`src/rtl/uart_tx.sv`:
```
// Buffered UART transmitter: a small byte FIFO feeding an 8N1 serialiser, LSB first.
// Defining UART_TX_PARITY_EN inserts an even-parity bit between the data and stop bits (8E1).
module uart_tx #(
    parameter int CLKS_PER_BIT = 87,
    parameter int FIFO_DEPTH   = 4,
    parameter int CNT_W        = 3
) (
    input  logic             clk,
    input  logic             reset,
    input  logic [7:0]       tx_data,
    input  logic             tx_valid,
    output logic             tx_ready,
    output logic             tx_serial,
    output logic             tx_active,
    output logic             tx_done,
    output logic [CNT_W-1:0] fifo_count
);

    localparam int PTR_W  = (FIFO_DEPTH > 1) ? $clog2(FIFO_DEPTH) : 1;
    localparam int BAUD_W = (CLKS_PER_BIT > 1) ? $clog2(CLKS_PER_BIT) : 1;
    localparam logic [BAUD_W-1:0] BAUD_LAST = BAUD_W'(CLKS_PER_BIT - 1);
    localparam logic [CNT_W-1:0]  CNT_FULL  = CNT_W'(FIFO_DEPTH);

`ifdef UART_TX_PARITY_EN
    typedef enum logic [2:0] {
        S_IDLE, S_START, S_DATA, S_PARITY, S_STOP
    } state_t;
`else
    typedef enum logic [2:0] {
        S_IDLE, S_START, S_DATA, S_STOP
    } state_t;
`endif

    // ---------------- byte FIFO ----------------
    logic [7:0]       mem [FIFO_DEPTH];
    logic [PTR_W-1:0] wr_ptr_reg;
    logic [PTR_W-1:0] rd_ptr_reg;
    logic [CNT_W-1:0] count_reg;
    logic             push;
    logic             pop;
    logic             fifo_empty;

    // Ready depends only on the registered count, so a pop on the same edge
    // never lets a write into a full FIFO.
    assign tx_ready   = (count_reg != CNT_FULL);
    assign fifo_empty = (count_reg == '0);
    assign push       = tx_valid && tx_ready;
    assign fifo_count = count_reg;

    always_ff @(posedge clk) begin
        if (push) begin
            mem[wr_ptr_reg] <= tx_data;
        end
    end

    always_ff @(posedge clk or posedge reset) begin
        if (reset) begin
            wr_ptr_reg <= '0;
            rd_ptr_reg <= '0;
            count_reg  <= '0;
        end else begin
            if (push) begin
                wr_ptr_reg <= wr_ptr_reg + PTR_W'(1);
            end
            if (pop) begin
                rd_ptr_reg <= rd_ptr_reg + PTR_W'(1);
            end
            case ({push, pop})
                2'b10:   count_reg <= count_reg + CNT_W'(1);
                2'b01:   count_reg <= count_reg - CNT_W'(1);
                default: count_reg <= count_reg;
            endcase
        end
    end

    // ---------------- serialiser FSM ----------------
    state_t            state_reg,  state_next;
    logic [BAUD_W-1:0] baud_reg,   baud_next;
    logic [2:0]        bit_reg,    bit_next;
    logic [7:0]        shift_reg,  shift_next;
    logic              serial_reg, serial_next;
    logic              active_reg, active_next;
    logic              done_reg,   done_next;
    logic              baud_last;
    logic [2:0]        bit_inc;

    assign baud_last = (baud_reg == '0);
    assign bit_inc   = bit_reg + 3'd1;

    always_ff @(posedge clk or posedge reset) begin
        if (reset) begin
            state_reg  <= S_IDLE;
            baud_reg   <= '0;
            bit_reg    <= '0;
            shift_reg  <= '0;
            serial_reg <= 1'b1;
            active_reg <= 1'b0;
            done_reg   <= 1'b0;
        end else begin
            state_reg  <= state_next;
            baud_reg   <= baud_next;
            bit_reg    <= bit_next;
            shift_reg  <= shift_next;
            serial_reg <= serial_next;
            active_reg <= active_next;
            done_reg   <= done_next;
        end
    end

    // Outputs are computed for the next state so the line itself is a flop.
    always_comb begin
        state_next  = state_reg;
        baud_next   = baud_reg;
        bit_next    = bit_reg;
        shift_next  = shift_reg;
        serial_next = serial_reg;
        active_next = active_reg;
        done_next   = 1'b0;
        pop         = 1'b0;

        case (state_reg)
            S_IDLE: begin
                serial_next = 1'b1;
                active_next = 1'b0;
                if (!fifo_empty) begin
                    pop         = 1'b1;
                    shift_next  = mem[rd_ptr_reg];
                    state_next  = S_START;
                    baud_next   = BAUD_LAST;
                    serial_next = 1'b0;
                    active_next = 1'b1;
                end
            end

            S_START: begin
                if (baud_last) begin
                    state_next  = S_DATA;
                    baud_next   = BAUD_LAST;
                    bit_next    = 3'd0;
                    serial_next = shift_reg[0];
                end else begin
                    baud_next = baud_reg - BAUD_W'(1);
                end
            end

            S_DATA: begin
                if (baud_last) begin
                    baud_next = BAUD_LAST;
                    if (bit_reg == 3'd7) begin
`ifdef UART_TX_PARITY_EN
                        state_next  = S_PARITY;
                        serial_next = ^shift_reg;
`else
                        state_next  = S_STOP;
                        serial_next = 1'b1;
`endif
                    end else begin
                        bit_next    = bit_inc;
                        serial_next = shift_reg[bit_inc];
                    end
                end else begin
                    baud_next = baud_reg - BAUD_W'(1);
                end
            end

`ifdef UART_TX_PARITY_EN
            S_PARITY: begin
                if (baud_last) begin
                    state_next  = S_STOP;
                    baud_next   = BAUD_LAST;
                    serial_next = 1'b1;
                end else begin
                    baud_next = baud_reg - BAUD_W'(1);
                end
            end
`endif

            S_STOP: begin
                // Raise done so it is registered high during the final stop cycle.
                if (baud_reg == BAUD_W'(1)) begin
                    done_next = 1'b1;
                end
                if (baud_last) begin
                    if (!fifo_empty) begin
                        pop         = 1'b1;
                        shift_next  = mem[rd_ptr_reg];
                        state_next  = S_START;
                        baud_next   = BAUD_LAST;
                        serial_next = 1'b0;
                        active_next = 1'b1;
                    end else begin
                        state_next  = S_IDLE;
                        serial_next = 1'b1;
                        active_next = 1'b0;
                    end
                end else begin
                    baud_next = baud_reg - BAUD_W'(1);
                end
            end

            default: begin
                state_next  = S_IDLE;
                serial_next = 1'b1;
                active_next = 1'b0;
            end
        endcase
    end

    assign tx_serial = serial_reg;
    assign tx_active = active_reg;
    assign tx_done   = done_reg;

endmodule

```
`config.mk`:
```
export PLATFORM = sky130hd
export DESIGN_NAME = uart_tx
export DESIGN_NICKNAME = d
export VERILOG_FILES = /design/src/rtl/uart_tx.sv
export SDC_FILE = /design/constraint.sdc
export NUM_CORES = 1
export LEC_CHECK = 0
export ABC_AREA = 1
export CELL_PAD_IN_SITES_DETAIL_PLACEMENT = 1
export CELL_PAD_IN_SITES_GLOBAL_PLACEMENT = 1
export CORE_UTILIZATION = 50
export CTS_CLUSTER_DIAMETER = 100
export DETAILED_ROUTE_END_ITERATION = 16
export PLACE_DENSITY_LB_ADDON = 0.1
export SLEW_MARGIN = 15
export SYNTH_ARGS = -nofsm -noshare
export SYNTH_HDL_FRONTEND = slang
export SYNTH_SLANG_ARGS = --single-unit
```
`constraint.sdc`:
```
create_clock -name clk -period 6 [get_ports clk]
set_input_delay 0.6 -clock clk [delete_from_list [all_inputs] [get_ports clk]]
set_output_delay 0.6 -clock clk [all_outputs]
set_load 0.1 [all_outputs]
```
# --- Word level (Yosys, flattened, before mapping) ---
# Memories as Yosys holds them, arrays and structs flattened.
# Index checks and enable logic that the tools add are counted.
classes:
  order_cmp: 1
  n_mux: 36
  eq_ne: 14
  reduce_logical: 14
  addsub: 6
  bitwise: 1
ops:
  columns: ["operator", "count"]
  rows:
  - ["$mux 3", 8]
  - ["$mux 7", 3]
  - ["$pmux 7 s3", 1]
  - ["$mux 8", 2]
  - ["$pmux 8 s2", 1]
  - ["$mux 1", 14]
  - ["$ne 2x2->1 const B", 6]
  - ["$pmux 3 s2", 2]
  - ["$pmux 3 s4", 1]
  - ["$eq 7x1->1 const B", 1]
  - ["$logic_not 7->1", 1]
  - ["$sub 7x1->7 const B", 1]
  - ["$add 3x1->3 const B", 2]
  - ["$eq 3x2->1 const B", 2]
  - ["$logic_not 3->1", 2]
  - ["$reduce_bool 2->1", 3]
  - ["$reduce_and 5->1", 1]
  - ["$add 2x1->2 const B", 2]
  - ["$lt 3x4->1 const B", 1]
  - ["$pmux 1 s4", 1]
  - ["$reduce_and 2->1", 2]
  - ["$reduce_and 4->1", 1]
  - ["$bmux 1 s3", 1]
  - ["$eq 3x1->1 const B", 1]
  - ["other kinds (12)", 12]
word_totals:
  inputBits: 11
  mem_bits_rw: 32
  out_inout_bits: 7
  word_cells: 83
  ff_bits: 31
  n_memories: 1
mem_list:
  columns: ["memory", "depth", "word_bits", "read_ports", "rd_ports_with_merged_regs", "wr", "line_no", "source"]
  rows:
  - ["mem", 4, 8, 1, 0, 1, "35", "logic [7:0] mem [FIFO_DEPTH];"]

# --- Logic depth before layout (Yosys ltp) ---
depth:
  ltp_word: 6
  depth_mapped: 12
  ltp_nobuf: 12

# --- Worst setup path after synthesis ---
# OpenSTA, ideal clock, no wires.
synth_path:
  path_type: "reg2reg"
  from: "register count_reg[2] (netlist: fifo_count[2])"
  to: "register count_reg[2] (netlist: fifo_count[2])"
  t_required_ps: 5869
  setup_slack_ps: 2685
  stages_incl_launch_ff: 9
  n_path_buf: 0
  period_less_slack_ps: 3315
  t_arrival_ps: 3184
  setup_ps: 131
  path_cell_list: "dfrtp_1 nand2_1 nand2_1 ha_1 inv_1 fa_1 a21oi_1 o21ai_0 xor2_1"
synth_between:
  elab_cells_between_ends: 12
  cone_classes: "add/sub (2); eq/ne (3); mux (4); reduce/logical (3)"
synth_rtl:
  columns: ["element", "line_no", "source"]
  rows:
  - ["start: declaration", "38", "logic [CNT_W-1:0] count_reg;"]
  - ["start signal: assignment", "69", "2'b10: count_reg <= count_reg + CNT_W'(1);"]
  - ["start signal: assignment", "70", "2'b01: count_reg <= count_reg - CNT_W'(1);"]
  - ["start signal: assignment", "71", "default: count_reg <= count_reg;"]
  - ["$ne 3x3->1 (*)", "45", "assign tx_ready = (count_reg != CNT_FULL);"]
  - ["via tx_ready", "12", "output logic tx_ready,"]
  - ["$logic_and 1x1->1 (*)", "47", "assign push = tx_valid && tx_ready;"]
  - ["$eq 2x1->1 or $eq 2x2->1 (tied branches)", "68", "case ({push, pop})"]
  - ["$pmux 3 s2 or $reduce_bool 2->1 (tied branches)", null, null]
# Mark *: on every way through the listed nets, which the timed path passes. The rest lies on a longest branch.
# A chain may end at the register's enable or synchronous reset.

# --- Worst setup path in the final report ---
layout_path:
  from: "register count_reg[0] (netlist: fifo_count[0])"
  to: "output port tx_ready"
layout_between:
  elab_chain_cells: 1
layout_lines:
  columns: ["element", "line_no"]
  rows:
  - ["$ne 3x3->1", "45"]
  - ["end: declaration", "12"]
# No other way between the ends.

==> impl_metrics.tcl <==
set metrics [dict create \
    outcome "finished clean" \
    max_slew.worst_pin.slew_ns 0.997 \
    final_common_cell "nand2_1" \
    htreeDepth 3 \
    largest_reg_flops 32 \
    io_pins 18 \
    clk_pin_slew_ns 0.08 \
    final.period_utilization_pct 44.4 \
    cts_tree "yes" \
    dp_hpwl_um 4960 \
    drt_iter0_markers 94 \
    skew_ns 0.00930 \
    power_density_nw_per_um2 356 \
    p_comb_share_pct 22.5 \
    critPathRequiredTime_ns 5.40 \
    grt_pass1_wl_um 11700 \
    setup_viol 0 \
    clockBufferDepth 2 \
    cts-root-buf "clkbuf_8" \
    nFillCells 622 \
    drcViolationCount 0 \
    syn_nets 328 \
    via_per_inst 5.48 \
    layout-drive-gt1-share_pct 9.06 \
    port_buffers 17 \
    first_pass_iters 4 \
    pre_cts_slack_ns 3.48 \
    die_y_um 79.4 \
    critical_path_class "flip-flop to output pin" \
    grt.total_usage_pct 25.6 \
    dr_total_vias 2210 \
    hold_viol 0 \
    post-cts-setup-buffers 0 \
    fmax_ghz 0.375 \
    grt_overflow_total 0 \
    leakage_nw 1.52 \
    yosys_warnings 0 \
    ys_types 31 \
    wl_per_cell_um 17.4 \
    power_mw 1.23 \
    synth_area_per_cell_um2 9.91 \
    setup_ws_ns 3.33 \
    cts_buffers 9 \
    cts_resized 0 \
    arrival_ns 2.07 \
    syn_to_final_growth_pct 15.5 \
    drt-total-wl_um 7000 \
    cap_violations 0 \
    nets 352 \
    cp-start-kind "flip-flop" \
    hp-class "flip-flop to flip-flop" \
    hold_buffers 0 \
    rsz0062_at_grt "false" \
    period_needed_ns 2.67 \
    max_slew_margin_pct 33.3 \
    power_switching_mw 0.415 \
    coreArea_um2 5640 \
    sw_frac_of_total_pct 33.8 \
    die_area_um2 6300 \
    final_max_slew_viol_count 0 \
    clock_sinks 62 \
    endpoint_kind "output pin" \
    clock_latency_ns 0.35 \
    std_cell_rows 27 \
    cellInternalPower_mw 0.815 \
    grt_max_degree 31 \
    die_w_um 79.4 \
    crit_fanout 4 \
    p_clk_share_pct 33.6 \
    layout_common_cells "nand2_1, nor2_1, inv_1, edfxtp_1, dfrtp_1" \
    p_seq_share_pct 43.9 \
    antenna_found_initial 0 \
    final.setup.tns_ns 0 \
    grt_pass1_vias 2440 \
    gp_congestion 0.778 \
    synth_seq_area_share_pct 57.2 \
    n_antenna_cell 0 \
    ys_ff_latch 62 \
    synth_area_um2 2990 \
    ant_nets 0 \
    syn_inst 302 \
    ir_worst_vdd_mv 0.262 \
    start_util_pct 53.1 \
]
[kinds of logic after synthesis]
kind of cell | Yosys count | synth area share [%]
AOI/OAI and AO/OA | 52 | 9.86
adders and majority gates | 15 | 6.52
DFF | 62 | 57.2
xor gates and xnor gates | 4 | 1.17
and+or+nand+nor | 129 | 20.1
buffers and inverters | 40 | 5.14
[metal layers]
layer  global-route usage, %  wire length [µm]  vias to the layer above
li1                        -                 -                     1061
met1                    29.3              3020                     1101
met2                    45.3              3620                       32
met3                    5.26               184                       16
met4                    13.1               178                        0
met5                       0                 0                        -
[synth_stat cells]
master	number	area [µm²]
nor2_4	1	11.3
xor2_1	3	26.3
o2111ai_1	1	8.76
a211oi_1	1	7.51
nor2_1	34	128
fa_1	1	20.0
nand2_2	1	6.26
a21oi_1	7	35.0
nand2_4	5	56.3
o21ai_1	3	15.0
edfxtp_1	32	961
o22ai_1	9	56.3
a31oi_1	1	6.26
ha_1	14	175
dfstp_2	1	26.3
nand4_1	3	18.8
nand3_4	1	17.5
nand3_1	24	120
a21oi_4	1	16.3
nand2_1	57	214
nor2_8	1	20.0
o31ai_1	1	7.51
dfrtp_1	29	726
clkbuf_1	2	7.51
inv_2	3	11.3
o211ai_1	1	7.51
xnor2_1	1	8.76
inv_1	32	120
nor3_1	2	10.0
buf_2	3	15.0
o21ai_0	27	135
[power by group through the flow]
stage	registers [mW]	clock network, mW	logic, mW
5_1_grt	0.545	0.434	0.301
3_5_place_dp	0.549	0	0.280
6_report	0.540	0.413	0.277
3_3_place_gp	0.545	0	0.270
4_1_cts	0.541	0.416	0.283
2_1_floorplan	0.615	0	0.127
[critical path: stages (launching register included)]
cell	delay, ns
dfrtp_1	0.41
nor2_1	0.08
nand2_1	0.09
clkdlybuf4s50_1	1.14
[through the flow]
step | instance area [µm²] | cells | hold slack (ns) | utilization [%]
finish | 3460 | 403 | 0.490 | 61.3
global route | 3460 | 403 | 0.532 | 61.3
CTS | 3460 | 403 | 0.490 | 61.3
detailed placement | 3240 | 387 | 0.471 | 57.4
global placement | 3240 | 387 | 0.457 | 57.4
floorplan | 2990 | 302 | 0.449 | -
[layout make-up]
type                       count  area (µm²)  area share [%]
sequential                    62        1710            49.5
clock inverter                 7        96.3            2.78
inverter                      35         131            3.80
clock buffer                   9         124            3.58
multi-input combinational    200        1130            32.6
tap                           72        90.1            2.60
timing repair buffer          18         178            5.14
[worst paths after layout]
path                       slack, ns  depth (start not counted)                   endpoint                      start
max                             3.33                          3                   tx_ready  fifo_count[0]$_DFFE_PP0P_
min                             0.49                          2   shift_reg[2]$_DFFE_PP0P_   shift_reg[2]$_DFFE_PP0P_
max reg2reg                     3.45                         11  fifo_count[2]$_DFFE_PP0P_   state_reg[0]$_DFFE_PP0P_
min reg2reg                     0.49                          2   shift_reg[2]$_DFFE_PP0P_   shift_reg[2]$_DFFE_PP0P_
max in group asynchronous       5.04                          3      tx_serial$_DFFE_PP1P_                      reset
min in group asynchronous       0.64                          3    baud_reg[6]$_DFFE_PP0P_                      reset
Note: power is estimated with default switching activity, not from simulation.
